[src/rtl/lsu_pkg.sv]
// lsu_pkg: shared funct3, memory port and FSM state encodings for the load/store master.
package lsu_pkg;
    localparam logic [2:0] F3_B  = 3'b000;
    localparam logic [2:0] F3_H  = 3'b001;
    localparam logic [2:0] F3_W  = 3'b010;
    localparam logic [2:0] F3_BU = 3'b100;
    localparam logic [2:0] F3_HU = 3'b101;

    localparam logic [1:0] WE_NONE = 2'd0;
    localparam logic [1:0] WE_SB   = 2'd1;
    localparam logic [1:0] WE_SH   = 2'd2;
    localparam logic [1:0] WE_SW   = 2'd3;

    localparam logic [2:0] RE_NONE = 3'd0;
    localparam logic [2:0] RE_LB   = 3'd1;
    localparam logic [2:0] RE_LH   = 3'd2;
    localparam logic [2:0] RE_LW   = 3'd3;
    localparam logic [2:0] RE_LBU  = 3'd4;
    localparam logic [2:0] RE_LHU  = 3'd5;

    typedef enum logic [1:0] {S_IDLE, S_ACCESS, S_WAIT, S_RESP} state_t;
endpackage

[src/rtl/lsu_mem_master_decode.sv]
// lsu_decode: maps a load/store request to memory port codes and error flags.
// MISALIGN_TRAP_EN turns unaligned halfword/word accesses into errors.
module lsu_decode
    import lsu_pkg::*;
#(
    parameter int MEM_BYTES = 64
) (
    input  logic        is_store,
    input  logic [2:0]  funct3,
    input  logic [31:0] addr,
    output logic [1:0]  we,
    output logic [2:0]  re,
    output logic        illegal,
    output logic        misaligned,
    output logic        out_of_range
);
    logic [2:0] size;

    always_comb begin
        illegal = is_store ? !(funct3 inside {F3_B, F3_H, F3_W})
                           : !(funct3 inside {F3_B, F3_H, F3_W, F3_BU, F3_HU});
        size = funct3[1:0] == 2'b00 ? 3'd1 : funct3[1:0] == 2'b01 ? 3'd2 : 3'd4;
        we = (!is_store || illegal) ? WE_NONE :
             funct3 == F3_B ? WE_SB : funct3 == F3_H ? WE_SH : WE_SW;
        re = (is_store || illegal) ? RE_NONE :
             funct3 == F3_B  ? RE_LB  : funct3 == F3_H  ? RE_LH :
             funct3 == F3_W  ? RE_LW  : funct3 == F3_BU ? RE_LBU : RE_LHU;
        // 33-bit sum so an address that wraps past 2^32 is caught as out of range
        out_of_range = ({1'b0, addr} + 33'(size)) > 33'(MEM_BYTES);
`ifdef MISALIGN_TRAP_EN
        misaligned = (size == 3'd2 && addr[0]) || (size == 3'd4 && addr[1:0] != 2'b00);
`else
        misaligned = 1'b0;
`endif
    end
endmodule

[src/rtl/lsu_mem_master.sv]
// lsu_mem_master: single-outstanding load/store initiator driving a byte-addressed data memory.
// Optional MISALIGN_TRAP_EN (handled in lsu_decode) reports unaligned accesses as errors.
module lsu_mem_master
    import lsu_pkg::*;
#(
    parameter int MEM_BYTES = 64,
    parameter int RD_LAT    = 1
) (
    input  logic        clk,
    input  logic        reset,
    input  logic        req_valid,
    output logic        req_ready,
    input  logic        req_is_store,
    input  logic [2:0]  req_funct3,
    input  logic [31:0] req_addr,
    input  logic [31:0] req_wdata,
    output logic        rsp_valid,
    input  logic        rsp_ready,
    output logic [31:0] rsp_rdata,
    output logic        rsp_err,
    output logic [31:0] mem_address,
    output logic [31:0] mem_wdata,
    output logic [1:0]  mem_we,
    output logic [2:0]  mem_re,
    input  logic [31:0] mem_rdata
);
    localparam int CW = RD_LAT > 1 ? $clog2(RD_LAT) : 1;

    state_t        state;
    logic          op_store;
    logic [CW-1:0] cnt;
    logic [1:0]    dec_we;
    logic [2:0]    dec_re;
    logic          dec_illegal, dec_misaligned, dec_oor;

    lsu_decode #(.MEM_BYTES(MEM_BYTES)) u_decode (
        .is_store    (req_is_store),
        .funct3      (req_funct3),
        .addr        (req_addr),
        .we          (dec_we),
        .re          (dec_re),
        .illegal     (dec_illegal),
        .misaligned  (dec_misaligned),
        .out_of_range(dec_oor)
    );

    always_ff @(posedge clk or posedge reset) begin
        if (reset) begin
            state       <= S_IDLE;
            req_ready   <= 1'b1;
            rsp_valid   <= 1'b0;
            rsp_err     <= 1'b0;
            rsp_rdata   <= '0;
            mem_address <= '0;
            mem_wdata   <= '0;
            mem_we      <= WE_NONE;
            mem_re      <= RE_NONE;
            op_store    <= 1'b0;
            cnt         <= '0;
        end else begin
            case (state)
                S_IDLE: if (req_valid) begin
                    req_ready <= 1'b0;
                    op_store  <= req_is_store;
                    cnt       <= CW'(RD_LAT - 1);
                    if (dec_illegal || dec_oor || dec_misaligned) begin
                        state     <= S_RESP;
                        rsp_valid <= 1'b1;
                        rsp_err   <= 1'b1;
                        rsp_rdata <= '0;
                    end else begin
                        state       <= S_ACCESS;
                        mem_address <= req_addr;
                        mem_wdata   <= req_wdata;
                        mem_we      <= dec_we;
                        mem_re      <= dec_re;
                    end
                end
                // stores finish after one cycle; loads count down RD_LAT edges
                S_ACCESS, S_WAIT: if (op_store || cnt == '0) begin
                    mem_we    <= WE_NONE;
                    mem_re    <= RE_NONE;
                    rsp_rdata <= op_store ? '0 : mem_rdata;
                    rsp_err   <= 1'b0;
                    rsp_valid <= 1'b1;
                    state     <= S_RESP;
                end else begin
                    cnt   <= cnt - 1'b1;
                    state <= S_WAIT;
                end
                S_RESP: if (rsp_ready) begin
                    rsp_valid <= 1'b0;
                    req_ready <= 1'b1;
                    state     <= S_IDLE;
                end
                default: state <= S_IDLE;
            endcase
        end
    end
endmodule
[config.mk]
export PLATFORM = sky130hd
export DESIGN_NAME = lsu_mem_master
export DESIGN_NICKNAME = d
export VERILOG_FILES = /design/src/rtl/lsu_pkg.sv /design/src/rtl/lsu_mem_master_decode.sv /design/src/rtl/lsu_mem_master.sv
export SDC_FILE = /design/constraint.sdc
export NUM_CORES = 1
export LEC_CHECK = 0
export CORE_MARGIN = 2
export CORE_UTILIZATION = 30
export DETAILED_ROUTE_END_ITERATION = 16
export SLEW_MARGIN = 10
export SYNTH_ARGS = -nofsm -noshare
export SYNTH_HDL_FRONTEND = slang
export SYNTH_HIERARCHICAL = 1
export SYNTH_SLANG_ARGS = --single-unit
[constraint.sdc]
create_clock -name clk -period 7.35 [get_ports clk]
set_input_delay 1.1025 -clock clk [delete_from_list [all_inputs] [get_ports clk]]
set_output_delay 1.1025 -clock clk [all_outputs]
set_load 0.03 [all_outputs]
==> results of run 1 <==
cell families after synthesis:
group	share of synthesized area [%]
AOI/OAI and AO/OA	8.36
and+or+nand+nor	15.4
xor gates and xnor gates	0.481
adders and majority gates	1.51
buffers and inverters	5.11
muxes	19.6
DFF	49.5
other	0.0686
metal layers:
| metal | share of wire, % | vias to the layer above |
|---|---|---|
| li1 | - | 2130 |
| met1 | 42 | 2198 |
| met2 | 49 | 140 |
| met3 | 6.7 | 15 |
| met4 | 1.8 | 0 |
| met5 | 0 | - |
power groups by stage:
stage | combinational, mW | sequential [mW] | clock [mW]
floorplan | 0.427 | 0.823 | 0
global placement | 0.797 | 0.712 | 0
detailed placement | 0.814 | 0.716 | 0
CTS | 0.817 | 0.705 | 0.522
global route | 0.873 | 0.714 | 0.546
finish | 0.801 | 0.704 | 0.501
worst max-delay path: stages:
cell and delay, ps:
sky130_fd_sc_hd__clkdlybuf4s50_1 580, sky130_fd_sc_hd__nor2b_1 310, sky130_fd_sc_hd__fa_1 310, sky130_fd_sc_hd__a21oi_2 120
sky130_fd_sc_hd__or4_4 580, sky130_fd_sc_hd__a2111oi_2 320, sky130_fd_sc_hd__a21oi_1 70, sky130_fd_sc_hd__a2111oi_0 380
sky130_fd_sc_hd__nand3_1 240, sky130_fd_sc_hd__nor4b_4 660, sky130_fd_sc_hd__nand2_2 90, sky130_fd_sc_hd__buf_4 350
sky130_fd_sc_hd__mux2_1 440
cells in the mapped netlist (6+ instances only):
master,instances,area (um2)
sky130_fd_sc_hd__dfrtp_1,107,2680
sky130_fd_sc_hd__mux2_1,60,676
sky130_fd_sc_hd__nand2_1,45,169
sky130_fd_sc_hd__inv_1,40,150
sky130_fd_sc_hd__mux2i_1,34,340
sky130_fd_sc_hd__a21oi_1,14,70.1
sky130_fd_sc_hd__nor2_1,14,52.6
sky130_fd_sc_hd__nand4_1,12,75.1
sky130_fd_sc_hd__nor3_1,10,50.1
sky130_fd_sc_hd__clkbuf_1,9,33.8
sky130_fd_sc_hd__nand3_1,9,45.0
sky130_fd_sc_hd__nor4b_1,8,70.1
sky130_fd_sc_hd__buf_2,7,35.0
sky130_fd_sc_hd__o21ai_0,7,35.0
sky130_fd_sc_hd__a211o_1,6,52.6
sky130_fd_sc_hd__buf_4,6,45.0
sky130_fd_sc_hd__nor3b_1,6,45.0
sequential cells by signal (all words and copies together) (netlist names):
name / flops
rsp_err: 1
mem_address: 32
cnt: 1
mem_wdata: 32
req_ready: 1
mem_we: 2
state: 2
op_store: 1
mem_re: 3
rsp_valid: 1
rsp_rdata: 32
layout make-up:
cell class	count	area (um2)
Clock buffer	10	239
Clock inverter	6	71.3
Fill cell	1671	9860
Inverter	41	156
Multi-Input combinational cell	314	2480
Sequential cell	108	2700
Tap cell	229	287
Timing Repair Buffer	211	2100
stage by stage:
stage | total power [mW] | instance area (um2) | setup slack [ps] | cells | hold WS [ps]
after floorplan | 1.25 | 5460 | 2770 | 486 | 517
after global placement | 1.51 | 7730 | 1750 | 903 | 472
after detailed placement | 1.53 | 7730 | 1590 | 903 | 481
after CTS | 2.04 | 8040 | 1940 | 919 | 498
after global routing | 2.13 | 8040 | 1590 | 919 | 502
final | 2.01 | 8040 | 1920 | 919 | 491
worst paths after layout:
kind | from | to | slack (ps) | cells past startpoint
worst min register to register | mem_wdata[5] | mem_wdata[5] | 490 | 1
worst max-delay path | req_funct3[0] | mem_wdata[7] | 1920 | 13
worst min-delay path | mem_wdata[5] | mem_wdata[5] | 490 | 1
max in group asynchronous | reset | mem_wdata[22] | 4930 | 3
min in group asynchronous | reset | mem_wdata[17] | 1160 | 2
worst max register to register | state[1] | rsp_rdata[18] | 4880 | 6
==> results list, run 1 <==
* Share of total power in the clock network: 25.0%
* Total net switching power: 0.720 mW
- Die Height: 139 um
* Clock buffers created by TritonCTS: 9
- Post-CTS repair changed the size of 0 cells.
- Total nets after synthesis: 596
- Summed over all layers, the global routing overflow is 0.
* Met1 Use GR: 19.5%
- Setup repair after global routing left no endpoint under its margin.
* Mean cell area of the mapped netlist: 11.2 um2
- Of all nets on the critical path, the largest fanout is 64.
- Net switching is 35.9% of the power.
- Measured against its own limit, the worst slew margin works out to 42.6%.
* Worst-skew pair later-pin latency: 350 ps
- Final worst-path cycle share: 73.9%
* Number of H-tree levels: 3
* Met2 routing resource usage after global routing: 25.9%
- At the end of the flow the core is filled with cells to 44.9%.
* Startpoint Class: primary input
- Total track usage: 15.6%
- Diode insertion count for antenna repair: 0
* MaxCap Viol Count: 0
* Number of flops mapped to enable cells by yosys: 0
* Share of cells above drive strength 1: 6.52%
* Floorplan row count: 49
- Commonest non-fill, non-tap cell in the layout: sky130_fd_sc_hd__clkdlybuf4s50_1
- Grt peak-use layer: met2
- Number of detailed-routing iterations run before antenna repair: 4
* Num Clock Sinks: 108
- Clock skew on the completed layout was measured at 6.81 ps.
* Max Slew Vio Count: 0
* Transition time of the tightest slew-check pin: 861 ps
* Sequential share of the synthesized area: 49.5%
* Synthesis Warnings: 6
- Finish-stage setup viols: 0
- In the final design database the tool counted 795 nets.
- Total power divided by cell area: 249 mW/mm2
- Setup total negative slack: 0 ps
- Pin count of the biggest net entering global routing: 68
- In this run, distinct cell masters in the synthesized netlist total 67.
- Leak Pwr: 3.60 nW
- Subtracting the final worst setup slack from the clock period gives 5430 ps.
* Highest clock frequency the design can meet: 184 MHz
* Antenna violations before repair: 0
- Comb power frac: 39.9%
- Synthesis inferred 108 register bits.
* Core Box Area: 0.0179 mm2
* Leading cell types in the layout, fill and taps excluded: sky130_fd_sc_hd__clkdlybuf4s50_1 (207), sky130_fd_sc_hd__dfrtp_1 (107), sky130_fd_sc_hd__mux2_1 (60), sky130_fd_sc_hd__nand2_1 (45), sky130_fd_sc_hd__inv_1 (39)
- The final route contains 4483 vias.
- The count of buffers added on input and output ports is 207.
* Worst VDD drop: 0.208 mV
- Async S/R FF share, synth: 100%
- Post-CTS Setup Inserts: 0
* Clock slew at reported path FFs: 70 ps
- For the worst setup path, the data required time is 7580 ps.
* Die X: 139 um
- The flow ran to the end, and the final reports show no timing, DRC or antenna violations.
- Ys flop type: sky130_fd_sc_hd__dfrtp_1
* Drt initial violations: 227
* Area added between synthesis and finish: 47.2%
- Path type of the worst min-delay path: flip-flop to flip-flop
- The root buffer cell chosen for the clock tree is sky130_fd_sc_hd__clkbuf_16.
- The worst setup path is of the primary input to flip-flop kind.
- Via density: 4.88
* Number of instances in the synthesized netlist: 486
- The via count of the first global-routing pass was 4752.
- After detailed routing, the average wire length per cell comes to 16.2 um.
* M3 GR Usage: 4.83%
- CTS Hold Buffers Added: 0
- Number of nets with antenna violations after routing: 0
- Netlist area before placement: 0.00546 mm2
- Initial cell density of the core: 30.5%
- Total routed wirelength: 14.9 mm
* Internal Pwr Total: 1.29 mW
- The final number of hold-violating endpoints was 0.
- The die covers 0.0193 mm2.
- The worst setup path is captured at a flip-flop.
* Post-detailed-route DRC marker count: 0
- Routability-driven placement finished with a final weighted congestion of 0.866.
- During I/O placement, the number of pins put on the boundary was 208.
- Wire length of the first global-routing pass: 24.6 mm
- CTS Buffer Depth: 2
- TritonCTS built the clock tree.
- Summed over all nets, the half-perimeter wirelength after detailed placement is 11.0 mm.
- Arrival time at the worst endpoint: 5660 ps
* Power share of the sequential group: 35.1%
(Power assumes the default switching activity.)
==> run 2, diff against run 1 <==
==> constraint.sdc (replaced) <==
create_clock -name clk -period 4.65 [get_ports clk]
set_input_delay 0.6975 -clock clk [delete_from_list [all_inputs] [get_ports clk]]
set_output_delay 0.6975 -clock clk [all_outputs]
set_load 0.03 [all_outputs]
==> run 2 against run 1 <==
Clock power rose by 55%. Total power rose by 59%. Register-to-register slack worse by 2600 ps. Global-route usage up 0.53 points. Sequential cell count is the same. Combinational power grew 64%. Routed wire length rose by 3.8%. Hold slack better by 4.9 ps. Clock-buffer cell count down 1. Core utilization up 1.0 points. Critical path type unchanged. Critical endpoint is now mem_re[0]. Largest cell class unchanged.
==> results list, run 2 (synthesis gave the netlist of run 1 again) <==
* Outcome: finished, final reports clean
- In this run, the number of DRC markers left after iteration 0 of detailed routing was 186.
* Leak Pwr: 3.70 nW
- Diode insertion count for antenna repair: 0
- Adding up every negative setup slack in the final design gives 0 ps.
* CTS Buffer Depth: 2
- Final worst-path cycle share: 92.6%
- Power share of the sequential group: 34.8%
- Remaining global-route overflow: 0
* Worst-skew pair later-pin latency: 360 ps
* Comb power frac: 40.9%
- Share of total power in the clock network: 24.4%
* Initial cell density of the core: 30.5%
* Pin count of the biggest net entering global routing: 86
- Met3 layer wire length in the routed design: 1.07 mm
- Floorplan row count: 49
* TritonCTS clock tree: done
- Startpoint Class: primary input
- Final standard cell area without fillers: 0.00822 mm2
- Setup CP Type: primary input to flip-flop
* Leading cell types in the layout, fill and taps excluded: sky130_fd_sc_hd__clkdlybuf4s50_1 (207), sky130_fd_sc_hd__dfrtp_1 (107), sky130_fd_sc_hd__mux2_1 (60), sky130_fd_sc_hd__nand2_1 (45), sky130_fd_sc_hd__inv_1 (39)
- Number of nets with antenna violations after routing: 0
* Routed metal-1 wire length: 6.59 mm
- In this run switching power makes up 37.3% of total power.
- Slowest stage cell, crit path: sky130_fd_sc_hd__or4_4
* CP top delay family: compound AO/OA/AOI/OAI gates
* Req. time, crit path: 4890 ps
- Path type of the worst min-delay path: flip-flop to flip-flop
* Io pins: 208
- Share of cells above drive strength 1: 9.58%
- The routed design uses 7.32 mm of met2 wire.
- Number of hold-slack violations in the final timing report: 0
- DP Worst Slack: -258 ps
- For this design, the sink count on the clock tree is 108.
* Worst VDD drop: 0.297 mV
- Cell at the root of the clock tree: sky130_fd_sc_hd__clkbuf_16
- Arrival time at the worst endpoint: 4540 ps
- Top flop regs: mem_address: 32 flops, mem_wdata: 32 flops, rsp_rdata: 32 flops
* CTS Hold Buffers Added: 0
* Total power divided by cell area: 389 mW/mm2
* MaxCap Viol Count: 0
* Clock buffers created by TritonCTS: 9
- For flop-to-flop paths, the worst setup slack is 2320 ps.
- In this run the critical register-to-register path is captured at mem_re[0].
- CP dominant cell by count: sky130_fd_sc_hd__a2111oi_2
- The routed design could run at a clock period as short as 4310 ps.
- Highest signal layer in the routed design: met4
- Summed over all layers, the routed wires come to 15.5 mm.
- Finish-stage setup viols: 0
- Counting buffers and inverters, the worst setup path is 14 cells deep.
- Total net switching power: 1.19 mW
- Highest clock frequency the design can meet: 232 MHz
- Setup crit end: mem_re[0]
- Routability-driven placement finished with a final weighted congestion of 0.859.
- Via density: 4.90
* Worst clock skew on the final layout: 13.6 ps
- Internal Pwr Total: 2.00 mW
* Non-Filler Instances: 939
- Reg-to-reg startpoint: state[0]
* Launch point of the worst path: req_funct3[0]
* Wire length of the first global-routing pass: 25.3 mm
* Transition time of the tightest slew-check pin: 1060 ps
* Crit. End Element: flip-flop
- Commonest non-fill, non-tap cell in the layout: sky130_fd_sc_hd__clkdlybuf4s50_1
* Max Slew Vio Count: 0
- Total track usage: 16.1%
- Hold is met by 496 ps.
- The initial antenna violation count came to 0.
- In this design, the stage delay of the slowest critical-path cell is 560 ps.
- The die covers 0.0193 mm2.
* Detailed-route via count: 4605
- Once placement finished, the instance area stood at 0.00790 mm2.
* Post-detailed-route DRC marker count: 0
* Dpl hpwl: 11.5 mm
* Die X: 139 um
- Worst reg2reg path depth: 6
- Worst Path Max Fanout: 9
- The floorplan step set the die height to 139 um.
- Count of filler cells inserted in the layout: 1644
* Unrepaired setup endpoints after global routing: false
* Routed wirelength normalized by instance count: 16.5 um
- The region available for standard cell placement spans 0.0179 mm2.
* Number of H-tree levels: 3
- The first detailed-routing pass ran for 4 iterations.
- Clock slew at reported path FFs: 90 ps
- The via count of the first global-routing pass was 4866.
- Area added between synthesis and finish: 50.5%
* Fin nets: 815
- Port bufs: 207
- Max-slew headroom at the worst pin: 29.6%
* Crit-path cells: clkdlybuf4s50_1 -> nor2_1 -> ha_1 -> fa_1 -> a21oi_2 -> or4_4 -> a2111oi_2 -> a21oi_1 -> a2111oi_2 -> buf_4 -> nand3_1 -> or4b_1 -> a221o_1 -> a211o_1
- In this run, placement finished with an instance count of 922.
- Final worst-path setup slack: 344 ps
* Worst path bufs/invs: 2
-- run 2: cell types whose count changed in the layout (fill, tap and decap cells not counted), moves of 2 or more --
cell                       before  now
sky130_fd_sc_hd__buf_4          4   22
sky130_fd_sc_hd__buf_12         0    2
sky130_fd_sc_hd__clkinv_4       2    0
sky130_fd_sc_hd__clkinv_8       0    2
sky130_fd_sc_hd__inv_6          0    2
-- run 2: worst min-delay path by stage --
stage	slack (ps)	to	start	cells past startpoint
final	500	mem_wdata[23]	mem_wdata[23]	1
after floorplan	520	op_store	op_store	1
after global routing	510	mem_wdata[23]	mem_wdata[23]	1
after detailed placement	480	mem_wdata[26]	mem_wdata[26]	1
after global placement	470	mem_wdata[1]	mem_wdata[1]	1
after CTS	500	mem_address[13]	mem_address[13]	1
-- run 2: layout make-up --
class | instances | area [um2] | area share (%)
well taps | 229 | 287 | 3.48
flip-flops and latches | 108 | 2700 | 32.9
clock buffers | 9 | 225 | 2.74
inverters | 41 | 156 | 1.90
repair buffers | 231 | 2280 | 27.7
clock inverters | 7 | 76.3 | 0.928
multi-input cells | 314 | 2500 | 30.4
-- run 2: through the flow --
step / power [mW] / utilization [%]
2_1_floorplan: 1.98 / -
3_3_place_gp: 2.42 / 44.1
3_5_place_dp: 2.45 / 44.1
4_1_cts: 3.24 / 45.8
5_1_grt: 3.39 / 45.9
6_report: 3.20 / 45.9
-- run 2: routing by layer --
| metal | GRT usage, % | up-vias |
|---|---|---|
| li1 | - | 2172 |
| met1 | 19.9 | 2250 |
| met2 | 26.3 | 156 |
| met3 | 4.97 | 27 |
| met4 | 6.59 | 0 |
| met5 | 0 | - |
-- run 2: repair_timing --
action	in CTS	in global routing
resized for setup	0	4
buffers inserted	0	1
endpoints found under the setup margin	0	102
-- run 2: power groups by stage --
| stage | logic, mW | registers [mW] | clock network (mW) |
|---|---|---|---|
| after floorplan | 0.675 | 1.30 | 0 |
| after global placement | 1.29 | 1.13 | 0 |
| after detailed placement | 1.32 | 1.13 | 0 |
| after CTS | 1.32 | 1.11 | 0.803 |
| after global routing | 1.42 | 1.13 | 0.847 |
| final | 1.31 | 1.11 | 0.779 |
==> run 3, diff against run 2 <==
--- a/config.mk
+++ b/config.mk
@@ -8,7 +8,6 @@
 export CORE_MARGIN = 2
 export CORE_UTILIZATION = 30
 export DETAILED_ROUTE_END_ITERATION = 16
-export SLEW_MARGIN = 10
 export SYNTH_ARGS = -nofsm -noshare
 export SYNTH_HDL_FRONTEND = slang
 export SYNTH_HIERARCHICAL = 1
==> results of run 3 <==
Final layout, timing and power as in run 2 (identical DEF).
==> edit (settings of run 2) <==
Re-encode `state_t` (4 states) as one-hot, 4 bits wide.
--- a/src/rtl/lsu_pkg.sv
+++ b/src/rtl/lsu_pkg.sv
@@ -18,6 +18,6 @@
     localparam logic [2:0] RE_LBU  = 3'd4;
     localparam logic [2:0] RE_LHU  = 3'd5;
 
-    typedef enum logic [1:0] {S_IDLE, S_ACCESS, S_WAIT, S_RESP} state_t;
+    typedef enum logic [3:0] {S_IDLE = 4'b0001, S_ACCESS = 4'b0010, S_WAIT = 4'b0100, S_RESP = 4'b1000} state_t;
 endpackage
 
Check against the original RTL: same outputs for any inputs over 4 cycles, from zero or initial values and one cycle with reset high; so few cycles prove little.
==> edit against run 2 <==
  * Clock skew shrank 0.0071 ns
  * Highest routed layer unchanged
  * Hold slack worse by 0.028 ns
  * Design area fell by 2.8%
  * Critical path type unchanged
  * Utilization up 1.9 points
  * Die area down 5.7%
  * Sequential cell count increased by 2
  * Routed wire length rose by 0.27%
  * Fmax decreased by 1.4%
  * Worst setup slack got worse by 0.061 ns
  * First-iteration DRC count increased by 77%
  * Synthesized area fell by 5.8%
Power is not compared: it rests on default switching activity, and its combinational part moved more than twofold at a synthesized area within 25%.
==> edit: results (changes against run 2) <==
status:
  status: "completed"
timing:
  finClkSkew_ns: 0.006564  # -0.007081 ns
  tightest_slew_ns: 0.9734  # -0.08222 ns
grt:
  grt_pass1_vias: 4756  # -2.3%
  met3_usage_pct: 4.692  # -0.28 points
  met1_usage_pct: 21.83  # +1.9 points
  grt_max_degree: 78  # -9.3%
  track_usage_pct: 17.11  # +1.0 points
  use_met2_pct: 27.66  # +1.3 points
  grt_pass1_wl_um: 24860  # -1.7%
final_layout:
  finalNetCount: 756  # -7.2%
  instances_no_fill: 872  # -7.1%
  antenna-diode-count: 0  # unchanged
  fillers: 1548  # -5.8%
  drive_above_1_share_pct: 21.17  # +12 points
  biggestRegsByFlops: "mem_address: 32 flops, mem_wdata: 32 flops, rsp_rdata: 32 flops"
drt:
  drt_iter0_drc: 330  # +77%
  viasPerCell: 5.086  # +3.7%
  met1_length_um: 6490  # -1.4%
  dr_wl_met2_um: 7448  # +1.8%
  drt-total-wl_um: 15490  # +0.27%
  wl_met3_um: 1078  # +0.65%
  drt_first_pass_iters: 6  # +2
worst_setup_path:
  arrival_ns: 4.61  # +0.07 ns
  cp_max_fo: 24  # +15
  slowest_stage: "clkdlybuf4s50_1"
  slowest_delay_ns: 0.45  # -0.11 ns
  path_delay_family: "buffers and inverters"
placed_design:
  dp_slack_ns: -0.2862  # -0.02845 ns
  placed_area_um2: 7692  # -2.6%
  gp_congestion: 0.8789  # +2.3%
  place_inst: 857  # -7.0%
  hpwl_um: 11600  # +1.3%
logic_synthesis:
  syn_inst: 413  # -15%
  synth_area_leaders: "dfrtp_1 53%, mux2_2 14%, a22o_1 5.4%, nand4_1 1.5%, buf_6 1.1%"
  syn-num-nets: 521  # -13%
  synth.top_cells.by_count: "108 x dfrtp_1, 65 x mux2_2, 32 x a22o_1, 15 x nand2_1, 14 x nor2_1"
  synth_seq_area_share_pct: 53.55  # +4.1 points
  synthDistinctLibCells: 65  # -3.0%
power_and_ir_drop:
  power_leakage_nw: 3.432
clocking:
  clk_pin_slew_ns: 0.07  # -0.02 ns
flow_run:
  cap_violations: 0  # unchanged
-- edit: final cells by class --
| type | instances | area (um2) | share of cell area (%) |
|---|---|---|---|
| sequential | 110 | 2755 | 34.46 |
| timing repair buffer | 244 | 2391 | 29.91 |
| multi-input combinational | 275 | 2253 | 28.18 |
| tap | 220 | 275.3 | 3.443 |
| clock buffer | 10 | 229.0 | 2.864 |
| clock inverter | 5 | 58.81 | 0.7355 |
| inverter | 8 | 32.53 | 0.4069 |
-- edit: cells by family after synthesis --
group                      Yosys count  synth area share [%]
muxes                               66                 14.42
other                                1               0.07289
buffers and inverters               28                 3.161
adders and majority gates            4                 1.119
and+or+nand+nor                    105                 12.38
xor gates and xnor gates             4                0.6811
AOI/OAI and AO/OA                   95                 14.62
DFF                                110                 53.55
-- edit: report_power, final --
group,internal [mW],switching (mW)
combinational,0.144,0.140
sequential,0.973,0.0207
clock,0.417,0.364
total,1.53,0.525
-- edit: final timing paths --
| check | depth (start not counted) | to | startpoint | slack, ns |
|---|---|---|---|---|
| worst max-delay path | 17 | mem_wdata[17] | req_funct3[0] | 0.28 |
| worst min-delay path | 2 | req_ready | req_ready | 0.47 |
| worst max register to register | 5 | mem_wdata[17] | state[0] | 2.68 |
| worst min register to register | 2 | req_ready | req_ready | 0.47 |
| max in group asynchronous | 3 | mem_wdata[30] | reset | 2.71 |
| min in group asynchronous | 2 | rsp_rdata[6] | reset | 0.92 |
-- edit: tightest hold or removal path, stage by stage (launching register included) --
cell	delay, ns
dfstp_2	0.37
nand2_1	0.05
nand2_1	0.05
-- edit: stage by stage --
step	util, %	hold WS, ns	power, mW
finish	47.87	0.4678	2.058
global route	47.87	0.5075	2.159
CTS	47.78	0.4608	2.087
detailed placement	46.06	0.4536	1.296
global placement	46.06	0.4471	1.291
floorplan	-	0.5186	1.127
